[src/rtl/pc_gen.sv]
// pc_gen: program-counter sequencer with valid/ready handshake, redirect
// load, FFFF->0000 wrap pulse and a modulo issue counter.
// Optional build macro PC_GEN_WRAP_HALT_EN: the wrapping fire parks the
// block in HALT until a redirect or reset.
//
// state | meaning
// IDLE  | one dead cycle after reset, nothing offered
// RUN   | out_pc offered downstream (out_valid=1)
// HALT  | parked after wrap, waiting for redirect (macro builds only)
module pc_gen #(
    parameter logic [15:0] RESET_PC = 16'h0000,
    parameter int          CNT_W    = 8
) (
    input  logic             clk,
    input  logic             rst,
    input  logic             redirect_valid,
    input  logic [15:0]      redirect_pc,
    output logic             out_valid,
    input  logic             out_ready,
    output logic [15:0]      out_pc,
    output logic             wrap,
    output logic [CNT_W-1:0] issue_cnt
);

    typedef enum logic [1:0] {
        IDLE = 2'd0,
        RUN  = 2'd1,
        HALT = 2'd2
    } state_t;

    state_t           state_q, state_d;
    logic [15:0]      pc_q, pc_d, pc_inc;
    logic             wrap_q, wrap_d;
    logic [CNT_W-1:0] cnt_q, cnt_d;
    logic             fire;
    logic             pc_carry;
    logic [3:0]       grp_p;
    logic [3:0]       grp_c;

    // 16-bit incrementer, 4-bit groups with lookahead carries between groups
    always_comb begin
        grp_p  = '0;
        grp_c  = '0;
        pc_inc = '0;
        for (int g = 0; g < 4; g++) begin
            grp_p[g] = &pc_q[4*g +: 4];
        end
        grp_c[0] = 1'b1;
        grp_c[1] = grp_p[0];
        grp_c[2] = &grp_p[1:0];
        grp_c[3] = &grp_p[2:0];
        for (int g = 0; g < 4; g++) begin
            pc_inc[4*g]   = pc_q[4*g]   ^ grp_c[g];
            pc_inc[4*g+1] = pc_q[4*g+1] ^ (grp_c[g] & pc_q[4*g]);
            pc_inc[4*g+2] = pc_q[4*g+2] ^ (grp_c[g] & pc_q[4*g] & pc_q[4*g+1]);
            pc_inc[4*g+3] = pc_q[4*g+3] ^ (grp_c[g] & pc_q[4*g] & pc_q[4*g+1] & pc_q[4*g+2]);
        end
        pc_carry = &grp_p;
    end

    // next-state and outputs; out_valid depends on state only, so no input reaches it combinationally
    always_comb begin
        state_d   = state_q;
        pc_d      = pc_q;
        wrap_d    = 1'b0;
        out_valid = (state_q == RUN);
        fire      = out_valid & out_ready;
        cnt_d     = cnt_q + {{(CNT_W-1){1'b0}}, fire};
        case (state_q)
            IDLE: state_d = RUN;
            RUN: begin
                if (fire) begin
                    pc_d = pc_inc;
                    if (pc_carry) begin
                        wrap_d = 1'b1;
`ifdef PC_GEN_WRAP_HALT_EN
                        state_d = HALT;
`else
                        state_d = RUN;
`endif
                    end
                end
            end
            HALT:    state_d = HALT;
            default: state_d = IDLE;
        endcase
        // redirect wins over increment and wrap; a coincident fire is still counted above
        if (redirect_valid) begin
            pc_d    = redirect_pc;
            state_d = RUN;
            wrap_d  = 1'b0;
        end
    end

    // state registers with synchronous reset
    always_ff @(posedge clk) begin
        if (rst) begin
            state_q <= IDLE;
            pc_q    <= RESET_PC;
            wrap_q  <= 1'b0;
            cnt_q   <= '0;
        end else begin
            state_q <= state_d;
            pc_q    <= pc_d;
            wrap_q  <= wrap_d;
            cnt_q   <= cnt_d;
        end
    end

    assign out_pc    = pc_q;
    assign wrap      = wrap_q;
    assign issue_cnt = cnt_q;

endmodule

[config.mk]
export PLATFORM = sky130hd
export DESIGN_NAME = pc_gen
export DESIGN_NICKNAME = d
export VERILOG_FILES = /design/src/rtl/pc_gen.sv
export SDC_FILE = /design/constraint.sdc
export NUM_CORES = 1
export LEC_CHECK = 0
export CORE_ASPECT_RATIO = 1.2
export CORE_MARGIN = 2
export CORE_UTILIZATION = 44
export DETAILED_ROUTE_END_ITERATION = 8
export GPL_TIMING_DRIVEN = 0
export PLACE_DENSITY = 0.76
export SLEW_MARGIN = 20
export SYNTH_ARGS = -nofsm -noshare
export SYNTH_HDL_FRONTEND = slang
export SYNTH_SLANG_ARGS = --single-unit
[constraint.sdc]
create_clock -name clk -period 4 [get_ports clk]
set_clock_uncertainty 0.15 [all_clocks]
set_input_delay 0.4 -clock clk [delete_from_list [all_inputs] [get_ports clk]]
set_output_delay 0.4 -clock clk [all_outputs]
set_load 0.01 [all_outputs]
==> metrics.md <==
| Metric | Value |
|---|---|
| Drt pass-1 iters | `4` |
| Most frequent cells after synthesis | `27 x dfxtp_1, 16 x inv_1, 13 x ha_1, 12 x nand2_1` |
| Die height | `about 69 um` |
| CP Launch Type | `primary input` |
| Hold slack | `between 0.3 and 0.4 ns` |
| Final Hold Viols | `0` |
| Area share of fa/ha/maj cells after synthesis | `between 10% and 20%` |
| Setup TNS | `0 ns` |
| Synth Area in XOR/XNOR | `between 2 and 2.5%` |
| Crit path kind | `in -> reg` |
| Detailed Route WL | `3730 um` |
| PortBufs | `45` |
| RSZ-0062 raised after global routing | `no` |
| TritonCTS Sinks | `27` |
| Max Clk Rate | `between 400 and 500 MHz` |
| Row count | `23` |
| Synth warn | `0` |
| Vias | `around 1,300` |
| Routed wire per std cell | `15.7 um` |
| # Post-CTS Setup Buffers | `0` |
| Count leader, synth | `dfxtp_1` |
| Worst path slowest cell | `clkdlybuf4s50_1` |
| Critical Path End Type | `flop` |
| Synth cell types | `35` |
| Critical Path Fanout Max | `10` |
| Global-route wire length before repair | `just over 6000 um` |
| Setup violations, final | `0` |
| VDD IR-drop max | `0.218 mV` |
| Vias in the first global route | `1,318` |
| Antenna diodes | `0` |
| Maxcap violations | `0` |
| Crit path arrival time | `2.26 ns` |
| Initial antenna violation count | `0` |
| CP Cell Sequence | `clkdlybuf4s50_1 -> nand3b_4 -> inv_2 -> buf_8 -> buf_12 -> ha_1 -> ha_1 -> nand3_1 -> mux2_2` |
| NetSw | `160 uW` |
| CTS tree | `yes` |
| Clock-pin slew on the worst setup and hold paths | `around 0.09 ns` |
| Synth top area cells | `dfxtp_1 35%, ha_1 11%, a221oi_2 8.9%` |
| Syn_nets | `185` |
| Final nets | `235` |
| Hold path depth | `2` |
| Post-DRT Antenna Nets | `0` |
| Post-Synth Simple-Gate Area | `16.6%` |
| Storage element area | `541 sq um` |
| Post-synth top area share | `35.4%` |
| Synth Flop Type | `dfxtp_1` |
| Reg2reg start | `out_pc[0]` |
| Number of I/O pins | `46` |
| Mux contribution to synthesized area | `0.738%` |
| PwrDens | `281 nW/um^2` |
| Hold Path Class | `reg -> reg` |
| Gr ovfl total | `0` |
| Mean area per synthesized cell | `10.0 sq um` |
| Switching Share | `27.5%` |
| Initial DRC count | `29` |
| Worst reg2reg path depth | `8` |
| DRC viols | `0` |
| Htree depth | `1` |
| CTS root buf | `clkbuf_8` |
| Num CTS Buffers | `3` |
| Hold Crit Start | `issue_cnt[7]` |
| Largest family of logic cells by synthesized area | `compound AO/OA/AOI/OAI gates` |
| Leak | `0.000870 uW` |
| Max incr delay on CP | `0.50 ns` |
| Period utilization | `56.0%` |
| Number of synthesized register bits | `27` |
| Post-synth EDFFs | `0` |
| WP buf/inv | `4` |
| Skew-Pair Late Insertion Delay | `0.28 ns` |
| Final Wtd Congestion | `a little under 0.8` |
| Period minus WS final | `2.24 ns` |
| GR Util All Layers | `20.3%` |
| Clock Path Buffers | `2` |
| Clock power share | `27.5%` |
| Top cell type by total area after synthesis | `dfxtp_1` |
| Die ar. | `between 3000 and 4000 sq um` |
| Max-slew violation count | `0` |
| Die width | `57.8 um` |
| # hold bufs at CTS | `0` |
| Int Pwr | `422 uW` |
| R2R Setup Slk | `1.86 ns` |
| Gate power share | `21.4%` |
| Sequential share of power | `about half` |
| Fraction of registers with async set/reset | `0%` |
| Layout Cells excl Fill | `between 200 and 250` |
| Initial Util | `45.7%` |
| Worst-Margin Slew | `0.297 ns` |
| Largest net degree at the start of global routing | `15` |
| Cell mode on critical path | `ha_1` |
| DP Wirelength | `2810 um` |
| Core box area | `3340 sq um` |
| Slew margin rel. | `roughly 80%` |
| Layout cell share with drive strength beyond 1 | `21.4%` |
| Multi-input gate area | `841 sq um` |
| WP data required | `around 4.0 ns` |
| Sequential share of the synthesized area | `35.4%` |
| Status | `completed` |
| WHS Endpoint | `issue_cnt[7]` |
| Cell Area, Synth | `roughly 1500 sq um` |
| Cells after DPL | `234` |
| Delay-heaviest family, CP | `buffers and inverters` |
| Area Overhead vs Synth | `35.5%` |
| End of the worst register-to-register path | `out_pc[15]` |
| Mean number of vias per cell | `5.46` |
| Synth Instances | `around 150` |
| Post-synthesis compound-gate area fraction | `about 25%` |
| Fillers | `between 200 and 300` |
| Post-CTS Resized | `0` |
routing by layer:
layer  routed length [um]  global-route usage, %
met5                    0                      0
met4                   72                   8.14
met3                  183                   3.73
met2                 1930                   38.2
met1                 1540                   22.6
sequential cells by signal (all words and copies together) (netlist names):
name / flops
out_pc: 16
issue_cnt: 8
state_q: 2
wrap: 1
worst min-delay path, stage by stage, from the launching register on:
cell	delay [ns]
dfxtp_1	0.33
o21ai_0	0.07
a21oi_1	0.06
how the worst max path moves through the flow:
stage | start | depth (start not counted) | to | slack [ns]
final | out_ready | 9 | issue_cnt[6] | 1.76
after global routing | out_pc[0] | 8 | out_pc[15] | 1.57
after detailed placement | out_ready | 9 | issue_cnt[6] | 1.45
after global placement | out_ready | 9 | issue_cnt[6] | 1.50
after CTS | out_ready | 9 | issue_cnt[6] | 1.75
after floorplan | out_pc[0] | 8 | out_pc[15] | 2.01
metrics by stage:
step                power (uW)  setup WS [ns]  util [%]  area (sq um)
finish                     582           1.76      62.0          2070
global route               610           1.57      62.0          2070
CTS                        588           1.75      62.0          2070
detailed placement         428           1.45      60.6          2020
global placement           424           1.50      60.6          2020
floorplan                  367           2.01         -          1530
layout by cell type (no fill, tap or decap):
cell type / instances
clkdlybuf4s50_1: 45
dfxtp_1: 27
inv_1: 16
ha_1: 13
nand2_1: 12
a21oi_2: 9
a221oi_2: 9
nor2_1: 7
nand3_1: 5
a21oi_1: 5
nor2b_1: 4
buf_2: 4
a2111oi_2: 4
nand4_1: 3
and4_1: 3
a211oi_1: 3
buf_4: 3
clkbuf_8: 3
inv_2: 2
xnor2_1: 2
xor2_1: 2
a211oi_2: 2
and4_4: 2
a221oi_1: 2
nor3_1: 1
nand3b_4: 1
buf_8: 1
buf_12: 1
nor4_1: 1
o21ai_0: 1
or3_1: 1
and3_1: 1
mux2_2: 1
and2_1: 1
nand2b_1: 1
a31o_2: 1
nor4b_1: 1
clkbuf_1: 1
power by group through the flow:
stage          logic (uW)  registers, uW  clock network [uW]
6_report              124            297                 160
5_1_grt               136            300                 174
4_1_cts               126            297                 165
3_5_place_dp          125            303                   0
3_3_place_gp          122            302                   0
2_1_floorplan        60.6            306                   0
kinds of logic (layout without fill, tap and decap cells):
logic type,count (synthesis),in the layout
adders and majority gates,13,13
AOI/OAI and AO/OA,36,36
muxes,1,1
xor gates and xnor gates,4,4
and+or+nand+nor,44,44
buffers and inverters,27,76
DFF,27,27
cell type report:
| cell class | instances | area share [%] |
|---|---|---|
| Multi-Input combinational cell | 98 | 40.7 |
| Tap cell | 37 | 2.24 |
| Clock buffer | 4 | 2.18 |
| Sequential cell | 27 | 26.1 |
| Timing Repair Buffer | 45 | 21.8 |
| Inverter | 18 | 3.27 |
| Buffer | 9 | 3.75 |
No activity file was read; power rests on OpenSTA's default activity.
